--- src/rtl/dma_rx_packer_if.sv ---
// ---------------------------------------------------------------------------
// dma_rx_packer_if
//   Bundles the completion-beat input side and the packed-word output side
//   of dma_rx_packer into one interface.
//
//   Beat side (driven by the RX endpoint):
//     packer_dout      beat data, DW lane k = bits [32k+31:32k]
//     packer_first_dw  lowest valid lane; lanes first_dw..3 carry data
//     packer_valid     beat strobe
//     packer_done      last beat of a completion transfer
//   Word side (towards the DMA write engine):
//     o_data/o_keep/o_last  head word of the output FIFO
//     o_valid / i_ready     show-ahead handshake
//     o_overflow            sticky: a word was dropped on a full FIFO
//     o_proto_err           sticky: a beat arrived during a flush cycle
//     o_xfer_cnt            completed transfers, wrapping
//
//   Modports: slave = packer view, master = environment view.
// ---------------------------------------------------------------------------
interface dma_rx_packer_if #(
  parameter int P_DATA_WIDTH = 128
);
  logic [P_DATA_WIDTH-1:0] packer_dout;
  logic [1:0]              packer_first_dw;
  logic                    packer_valid;
  logic                    packer_done;
  logic [P_DATA_WIDTH-1:0] o_data;
  logic [3:0]              o_keep;
  logic                    o_last;
  logic                    o_valid;
  logic                    i_ready;
  logic                    o_overflow;
  logic                    o_proto_err;
  logic [15:0]             o_xfer_cnt;

  modport master (
    output packer_dout, packer_first_dw, packer_valid, packer_done, i_ready,
    input  o_data, o_keep, o_last, o_valid, o_overflow, o_proto_err, o_xfer_cnt
  );

  modport slave (
    input  packer_dout, packer_first_dw, packer_valid, packer_done, i_ready,
    output o_data, o_keep, o_last, o_valid, o_overflow, o_proto_err, o_xfer_cnt
  );
endinterface

--- src/rtl/dma_rx_packer.sv ---
// ---------------------------------------------------------------------------
// dma_rx_packer
//   Compacts completion beats carrying 1-4 DWs into a gap-free stream of
//   128-bit words, tags the final word of each transfer, and queues the
//   words in a show-ahead FIFO. There is no backpressure towards the
//   endpoint: a full FIFO drops the word and raises a sticky overflow flag.
//
//   Ports:
//     i_clk    single rising-edge clock
//     i_rst_n  asynchronous active-low reset
//     bus      dma_rx_packer_if.slave (beat inputs, FIFO head outputs)
// ---------------------------------------------------------------------------
module dma_rx_packer #(
  parameter int P_DATA_WIDTH = 128,
  parameter int P_FIFO_DEPTH = 8
) (
  input  logic          i_clk,
  input  logic          i_rst_n,
  dma_rx_packer_if.slave bus
);

  localparam int LP_PTR_W = $clog2(P_FIFO_DEPTH);
  localparam int LP_CNT_W = LP_PTR_W + 1;

  typedef enum logic {ST_RUN, ST_FLUSH} state_t;

  state_t                  r_state;
  state_t                  w_stateNext;

  // Residual DWs live in r_res[0 .. r_resCnt-1]; higher slots are kept zero.
  logic [31:0]             r_res [3];
  logic [1:0]              r_resCnt;
  logic [31:0]             w_resNext [3];
  logic [1:0]              w_resCntNext;

  logic [31:0]             w_merged [7];
  logic [2:0]              w_beatCnt;
  logic [2:0]              w_total;

  logic                    w_push;
  logic [P_DATA_WIDTH-1:0] w_pushData;
  logic [3:0]              w_pushKeep;
  logic                    w_pushLast;
  logic                    w_xferInc;
  logic                    w_protoErr;

  logic [15:0]             r_xferCnt;
  logic                    r_protoErr;
  logic                    r_overflow;

  logic [P_DATA_WIDTH-1:0] r_memData [P_FIFO_DEPTH];
  logic [3:0]              r_memKeep [P_FIFO_DEPTH];
  logic                    r_memLast [P_FIFO_DEPTH];
  logic [LP_PTR_W-1:0]     r_wrPtr;
  logic [LP_PTR_W-1:0]     r_rdPtr;
  logic [LP_CNT_W-1:0]     r_count;
  logic                    w_notEmpty;
  logic                    w_full;
  logic                    w_pop;
  logic                    w_wrEn;

  // Line up the residual DWs followed by the beat's valid lanes in one
  // 7-entry array; entries past the total stay zero so leftovers are clean.
  always_comb begin
    w_beatCnt = 3'd4 - {1'b0, bus.packer_first_dw};
    w_total   = {1'b0, r_resCnt} + w_beatCnt;
    for (int i = 0; i < 7; i++) begin
      w_merged[i] = '0;
      for (int k = 0; k < 4; k++) begin
        if (k >= int'(bus.packer_first_dw) &&
            i == int'(r_resCnt) + k - int'(bus.packer_first_dw))
          w_merged[i] = bus.packer_dout[32*k +: 32];
      end
    end
    for (int i = 0; i < 3; i++) begin
      if (i < int'(r_resCnt))
        w_merged[i] = r_res[i];
    end
  end

  // Next-state and push decision. A done beat whose DWs do not end exactly
  // on a word boundary leaves a residual that FLUSH emits one cycle later;
  // a beat arriving during that flush cycle is discarded and flagged.
  always_comb begin
    w_stateNext  = r_state;
    w_resCntNext = r_resCnt;
    for (int i = 0; i < 3; i++) w_resNext[i] = r_res[i];
    w_push       = 1'b0;
    w_pushData   = '0;
    w_pushKeep   = 4'h0;
    w_pushLast   = 1'b0;
    w_xferInc    = 1'b0;
    w_protoErr   = 1'b0;
    case (r_state)
      ST_RUN: begin
        if (bus.packer_valid) begin
          if (w_total >= 3'd4) begin
            w_push       = 1'b1;
            w_pushData   = {w_merged[3], w_merged[2], w_merged[1], w_merged[0]};
            w_pushKeep   = 4'hF;
            w_resCntNext = 2'(w_total - 3'd4);
            for (int i = 0; i < 3; i++) w_resNext[i] = w_merged[i+4];
            if (bus.packer_done) begin
              if (w_total == 3'd4) begin
                w_pushLast = 1'b1;
                w_xferInc  = 1'b1;
              end else begin
                w_stateNext = ST_FLUSH;
              end
            end
          end else begin
            w_resCntNext = w_total[1:0];
            for (int i = 0; i < 3; i++) w_resNext[i] = w_merged[i];
            if (bus.packer_done)
              w_stateNext = ST_FLUSH;
          end
        end
      end
      ST_FLUSH: begin
        w_push     = 1'b1;
        for (int i = 0; i < 3; i++) begin
          if (i < int'(r_resCnt))
            w_pushData[32*i +: 32] = r_res[i];
        end
        w_pushKeep   = (4'd1 << r_resCnt) - 4'd1;
        w_pushLast   = 1'b1;
        w_xferInc    = 1'b1;
        w_resCntNext = 2'd0;
        for (int i = 0; i < 3; i++) w_resNext[i] = '0;
        w_protoErr   = bus.packer_valid;
        w_stateNext  = ST_RUN;
      end
      default: w_stateNext = ST_RUN;
    endcase
  end

  // Packer state: FSM, residual, transfer counter and protocol flag.
  always_ff @(posedge i_clk or negedge i_rst_n) begin
    if (!i_rst_n) begin
      r_state    <= ST_RUN;
      r_resCnt   <= 2'd0;
      for (int i = 0; i < 3; i++) r_res[i] <= '0;
      r_xferCnt  <= 16'd0;
      r_protoErr <= 1'b0;
    end else begin
      r_state  <= w_stateNext;
      r_resCnt <= w_resCntNext;
      for (int i = 0; i < 3; i++) r_res[i] <= w_resNext[i];
      if (w_xferInc)
        r_xferCnt <= r_xferCnt + 16'd1;
      if (w_protoErr)
        r_protoErr <= 1'b1;
    end
  end

  // A pop in the same cycle frees a slot, so a full FIFO still takes the
  // push. An empty FIFO cannot pop, so a new word is never bypassed.
  assign w_notEmpty = (r_count != '0);
  assign w_full     = (r_count == LP_CNT_W'(P_FIFO_DEPTH));
  assign w_pop      = w_notEmpty && bus.i_ready;
  assign w_wrEn     = w_push && (!w_full || w_pop);

  // FIFO pointers, occupancy and the sticky overflow flag.
  always_ff @(posedge i_clk or negedge i_rst_n) begin
    if (!i_rst_n) begin
      r_wrPtr    <= '0;
      r_rdPtr    <= '0;
      r_count    <= '0;
      r_overflow <= 1'b0;
    end else begin
      if (w_wrEn)
        r_wrPtr <= r_wrPtr + LP_PTR_W'(1);
      if (w_pop)
        r_rdPtr <= r_rdPtr + LP_PTR_W'(1);
      case ({w_wrEn, w_pop})
        2'b10:   r_count <= r_count + LP_CNT_W'(1);
        2'b01:   r_count <= r_count - LP_CNT_W'(1);
        default: r_count <= r_count;
      endcase
      if (w_push && !w_wrEn)
        r_overflow <= 1'b1;
    end
  end

  // Storage array; contents need no reset because the head is gated by
  // occupancy, which reset clears.
  always_ff @(posedge i_clk) begin
    if (w_wrEn) begin
      r_memData[r_wrPtr] <= w_pushData;
      r_memKeep[r_wrPtr] <= w_pushKeep;
      r_memLast[r_wrPtr] <= w_pushLast;
    end
  end

  assign bus.o_valid     = w_notEmpty;
  assign bus.o_data      = w_notEmpty ? r_memData[r_rdPtr] : '0;
  assign bus.o_keep      = w_notEmpty ? r_memKeep[r_rdPtr] : 4'h0;
  assign bus.o_last      = w_notEmpty ? r_memLast[r_rdPtr] : 1'b0;
  assign bus.o_overflow  = r_overflow;
  assign bus.o_proto_err = r_protoErr;
  assign bus.o_xfer_cnt  = r_xferCnt;

endmodule

--- src/flat_wrapper.sv ---
// flat-port wrapper written by rule: the top's interface ports become plain ports
module dma_rx_packer_flat 
#(
  parameter int P_DATA_WIDTH = 128,
  parameter int P_FIFO_DEPTH = 8
)
  (i_clk, i_rst_n, bus_packer_dout, bus_packer_first_dw, bus_packer_valid, bus_packer_done, bus_i_ready, bus_o_data, bus_o_keep, bus_o_last, bus_o_valid, bus_o_overflow, bus_o_proto_err, bus_o_xfer_cnt);
  dma_rx_packer_if #(.P_DATA_WIDTH(P_DATA_WIDTH)) bus_i ();
  input  logic i_clk;
  input  logic i_rst_n;
  input wire logic [$bits(bus_i.packer_dout)-1:0] bus_packer_dout;
  input wire logic [$bits(bus_i.packer_first_dw)-1:0] bus_packer_first_dw;
  input wire logic [$bits(bus_i.packer_valid)-1:0] bus_packer_valid;
  input wire logic [$bits(bus_i.packer_done)-1:0] bus_packer_done;
  input wire logic [$bits(bus_i.i_ready)-1:0] bus_i_ready;
  output wire logic [$bits(bus_i.o_data)-1:0] bus_o_data;
  output wire logic [$bits(bus_i.o_keep)-1:0] bus_o_keep;
  output wire logic [$bits(bus_i.o_last)-1:0] bus_o_last;
  output wire logic [$bits(bus_i.o_valid)-1:0] bus_o_valid;
  output wire logic [$bits(bus_i.o_overflow)-1:0] bus_o_overflow;
  output wire logic [$bits(bus_i.o_proto_err)-1:0] bus_o_proto_err;
  output wire logic [$bits(bus_i.o_xfer_cnt)-1:0] bus_o_xfer_cnt;
  assign bus_i.packer_dout = bus_packer_dout;
  assign bus_i.packer_first_dw = bus_packer_first_dw;
  assign bus_i.packer_valid = bus_packer_valid;
  assign bus_i.packer_done = bus_packer_done;
  assign bus_i.i_ready = bus_i_ready;
  assign bus_o_data = bus_i.o_data;
  assign bus_o_keep = bus_i.o_keep;
  assign bus_o_last = bus_i.o_last;
  assign bus_o_valid = bus_i.o_valid;
  assign bus_o_overflow = bus_i.o_overflow;
  assign bus_o_proto_err = bus_i.o_proto_err;
  assign bus_o_xfer_cnt = bus_i.o_xfer_cnt;
  dma_rx_packer #(.P_DATA_WIDTH(P_DATA_WIDTH), .P_FIFO_DEPTH(P_FIFO_DEPTH)) u_core (.i_clk(i_clk), .i_rst_n(i_rst_n), .bus(bus_i));
endmodule
--- config.mk ---
export PLATFORM = sky130hd
export DESIGN_NAME = dma_rx_packer_flat
export DESIGN_NICKNAME = d
export VERILOG_FILES = /design/src/rtl/dma_rx_packer_if.sv /design/src/rtl/dma_rx_packer.sv /design/src/flat_wrapper.sv
export SDC_FILE = /design/constraint.sdc
export NUM_CORES = 2
export LEC_CHECK = 0
export ABC_CLOCK_PERIOD_IN_PS = 23800
export CAP_MARGIN = 0
export CORE_MARGIN = 2
export CORE_UTILIZATION = 25
export CTS_CLUSTER_SIZE = 8
export DETAILED_ROUTE_END_ITERATION = 7
export DONT_BUFFER_PORTS = 1
export GPL_TIMING_DRIVEN = 0
export PLACE_DENSITY = 0.44
export SLEW_MARGIN = 20
export SYNTH_ARGS = -nofsm -noshare
export SYNTH_HDL_FRONTEND = slang
export SYNTH_SLANG_ARGS = --single-unit
--- constraint.sdc ---
create_clock -name i_clk -period 23.8 [get_ports i_clk]
set_input_delay 3.57 -clock i_clk [delete_from_list [all_inputs] [get_ports i_clk]]
set_output_delay 3.57 -clock i_clk [all_outputs]
set_load 0.01 [all_outputs]
==> metrics.md <==
| Metric | Value |
|---|---|
| Final core occ | `0.3015` |
| Multi-input combinational cell area | `17140 µm²` |
| Ys flop type | `edfxtp_1` |
| Critical path type | `input pin to flip-flop` |
| Largest net degree at the start of global routing | `approximately 130` |
| Final Hold Viols | `0` |
| GR Layer Usage met2 | `0.3071` |
| Final net count | `between 3000 and 4000` |
| CP Launch Type | `input pin` |
| Root buffer cell | `clkbuf_16` |
| Synthesized flop and latch total | `~1200` |
| # Post-CTS Setup Buffers | `0` |
| Fin area | `around 64000 µm²` |
| Vias in the first global route | `~36000` |
| Worst Skew | `0.03423 ns` |
| Worst Setup End Kind | `flip-flop` |
| Num CTS Buffers | `roughly 170` |
| GRT overflow | `0` |
| Commonest non-fill, non-tap cell in the layout | `edfxtp_1` |
| Port bufs | `0` |
| DRT iter0 DRCs | `4743` |
| Synth async-reset ratio | `0.1066` |
| Total power | `approximately 8.7 mW` |
| First-pass iteration count of the detailed router | `8` |
| Fill cells | `between 20000 and 25000` |
| Final worst-path setup slack | `between 15 and 20 ns` |
| Skew-Pair Late Insertion Delay | `0.83 ns` |
| Layout area overhead | `19.75%` |
| Distinct cells, synth | `71` |
| RePlAce Congestion | `about 1.0` |
| FF/Latch Area | `roughly 35000 µm²` |
| CTS tree | `built` |
| Most frequent CP cell | `buf_4` |
| Synth Net Count | `3560` |
| Starting Density | `0.2517` |
| Via count | `36352` |
| DIE WIDTH | `between 400 and 500 µm` |
| Initial antenna violation count | `47` |
| Commonest cells after routing, fill and taps aside | `1064 x edfxtp_1, 301 x clkbuf_1, 290 x nor2_1, 266 x mux4_2, 169 x clkbuf_16` |
| Tcrit/Tclk final | `0.3351` |
| Total die area | `around 220000 µm²` |
| Per-cell routed wire length | `~34 µm` |
| Number of synthesized flops with an enable pin | `1064` |
| Pre-CTS setup slack | `15.06 ns` |
| Row cnt | `approximately 170` |
| Mapped cell area | `53390 µm²` |
| Fin cells | `approximately 6800` |
| Register area share after synthesis | `0.6580` |
| Grt met1 use | `0.2578` |
| Max FO, Critical Path | `10` |
| Fmax achieved | `around 130 MHz` |
| Avg Inst Size Synth | `between 15 and 20 µm²` |
| Min Hold Slack | `just over 0.5 ns` |
| Die H | `466.1 µm` |
| CP max stage delay | `between 0.6 and 0.7 ns` |
| Number of remaining DRC errors | `120` |
| IO Count | `287` |
| Worst hold path type | `flip-flop to flip-flop` |
| Fin crit period | `between 7 and 8 ns` |
| Failing checks | `design-rule violations` |
| GRT Util Overall | `0.2040` |
| Vias per cell | `approximately 5.4` |
| Number of cells after detailed placement | `about 6400` |
| Post-DP HPWL | `164.4 mm` |
| # setup viols final | `0` |
| CTS H-tree lvls | `4` |
| Ys Warns | `0` |
| Hold Path Depth | `2` |
| Worst-path clk slew | `approximately 0.050 ns` |
| Core ar. | `between 200000 and 250000 µm²` |
| Outcome | `finished with violations` |
| CP cell instances | `ha_1 > inv_1 > fa_1 > clkbuf_1 > a21oi_4 > nor2_1 > nand2_1 > nor3b_2 > buf_4 > buf_4 > buf_4 > buf_4 > buf_6 > buf_6 > buf_4 > buf_4 > buf_4` |
| CTS sink cnt | `~1200` |
| Worst Reg2Reg Path Length in Cells | `15` |
| Gr busiest metal | `met2` |
| VDD IR max | `about 0.000059 V` |
| Slew @ Worst Pin | `between 1 and 1.5 ns` |
| Cell Pwr Density | `about 140 nW/µm²` |
| Dpl cell area | `~59000 µm²` |
| Cells after Synth | `3404` |
| First-pass GRT wire length | `between 300 and 400 mm` |
| Share of cells above drive strength 1 | `0.2044` |
| Max Slew Vio Count | `0` |
| CP required | `about 24 ns` |
| Slew HR | `0.1306` |
| Post-route setup TNS | `0 ns` |
| Pleak | `approximately 21 nW` |
| Slowest cell on the critical path | `clkbuf_1` |
| PostCTS Resize Cnt | `0` |
| Post-DRT Antenna Nets | `0` |
| RSZ-0062 raised after global routing | `no` |
| GRT met3 Usage | `0.06265` |
| Crit path arrival time | `between 8 and 9 ns` |
| Max-Cap Viols | `0` |
| Clk buf depth | `3` |
| # hold bufs at CTS | `0` |
| Routed WL | `227.1 mm` |
[synth_stat cells (all sizes together), types with 16 or more instances]
cell type  instances  share of area
nand4             24         0.0028
a221oi            97          0.016
o221ai            32         0.0052
o311a             16         0.0030
nor2             292          0.021
o2bb2ai           21         0.0034
a221o             32         0.0060
and3              19         0.0022
a22oi             64         0.0090
clkbuf           228          0.016
a211oi            65         0.0091
nand2b            70         0.0082
mux2i            137          0.026
o2111ai           16         0.0026
edfxtp          1064           0.60
nand3             37         0.0035
o21ai            107          0.010
a222oi            67          0.013
buf               96         0.0086
a2bb2oi           24         0.0039
a21oi             64         0.0060
mux4             266           0.11
o211ai            41         0.0058
dfrtp            127          0.060
a22o              62          0.010
inv               28         0.0020
nand2            144          0.010
[registers in the layout (all words and copies together), names as in the netlist]
signal,cells
u_core.r_count,4
u_core.r_state,1
u_core.r_rdPtr,3
u_core.bus.o_overflow,1
u_core.r_memData,1024
u_core.r_res,96
u_core.r_memKeep,32
u_core.r_resCnt,2
u_core.r_wrPtr,3
u_core.bus.o_xfer_cnt,16
u_core.bus.o_proto_err,1
u_core.r_memLast,8
[final timing paths]
check	slack, ns	to	from
setup / recovery	15.82	u_core.r_memData[3][50]	bus_packer_first_dw[0]
hold / removal	0.50	u_core.r_res[75]	u_core.r_res[75]
setup reg to reg	17.64	u_core.r_memData[0][91]	u_core.r_resCnt[1]
hold reg to reg	0.50	u_core.r_res[75]	u_core.r_res[75]
max in group asynchronous	20.82	u_core.r_res[50]	i_rst_n
min in group asynchronous	2.46	u_core.bus.o_xfer_cnt[0]	i_rst_n
[power breakdown]
part	switching (mW)	leakage (nW)	internal, mW
Combinational	2.34	7.25	1.20
Sequential	0.114	11.6	2.75
Clock	0.934	2.35	1.33
Total	3.38	21.2	5.28
[critical path, delay by kind of cell]
family          cells  cell delay [ns]
compound gates      1             0.37
buf+inv            11             2.52
simple gates        3             1.24
fa+ha+maj           2             0.71
[cell families (layout without fill, tap and decap cells)]
| family | after synthesis | in the layout | synth area share |
|---|---|---|---|
| compound gates | 767 | 767 | 0.1124 |
| buf+inv | 352 | 823 | 0.02662 |
| xor+xnor | 23 | 23 | 0.003773 |
| fa+ha+maj | 21 | 21 | 0.005765 |
| other cells | 0 | 63 | 0 |
| mux | 406 | 406 | 0.1385 |
| simple gates | 644 | 644 | 0.05486 |
| flops | 1191 | 1191 | 0.6580 |
[layer usage]
layer  wire length (µm)  up-vias
met1              90610    19010
met4              13070        6
met2             102300     2028
met5                 83        -
met3              21100      542
li1                   -    14766
[cell type report]
type,instances,share of cell area
antenna,63,0.002466
clock buffer,258,0.07184
clock inverter,21,0.005245
sequential,1191,0.5495
timing repair buffer,192,0.02517
inverter,28,0.001644
buffer,324,0.02092
tap,2821,0.05521
multi-input combinational,1861,0.2681
(Power assumes the default switching activity.)
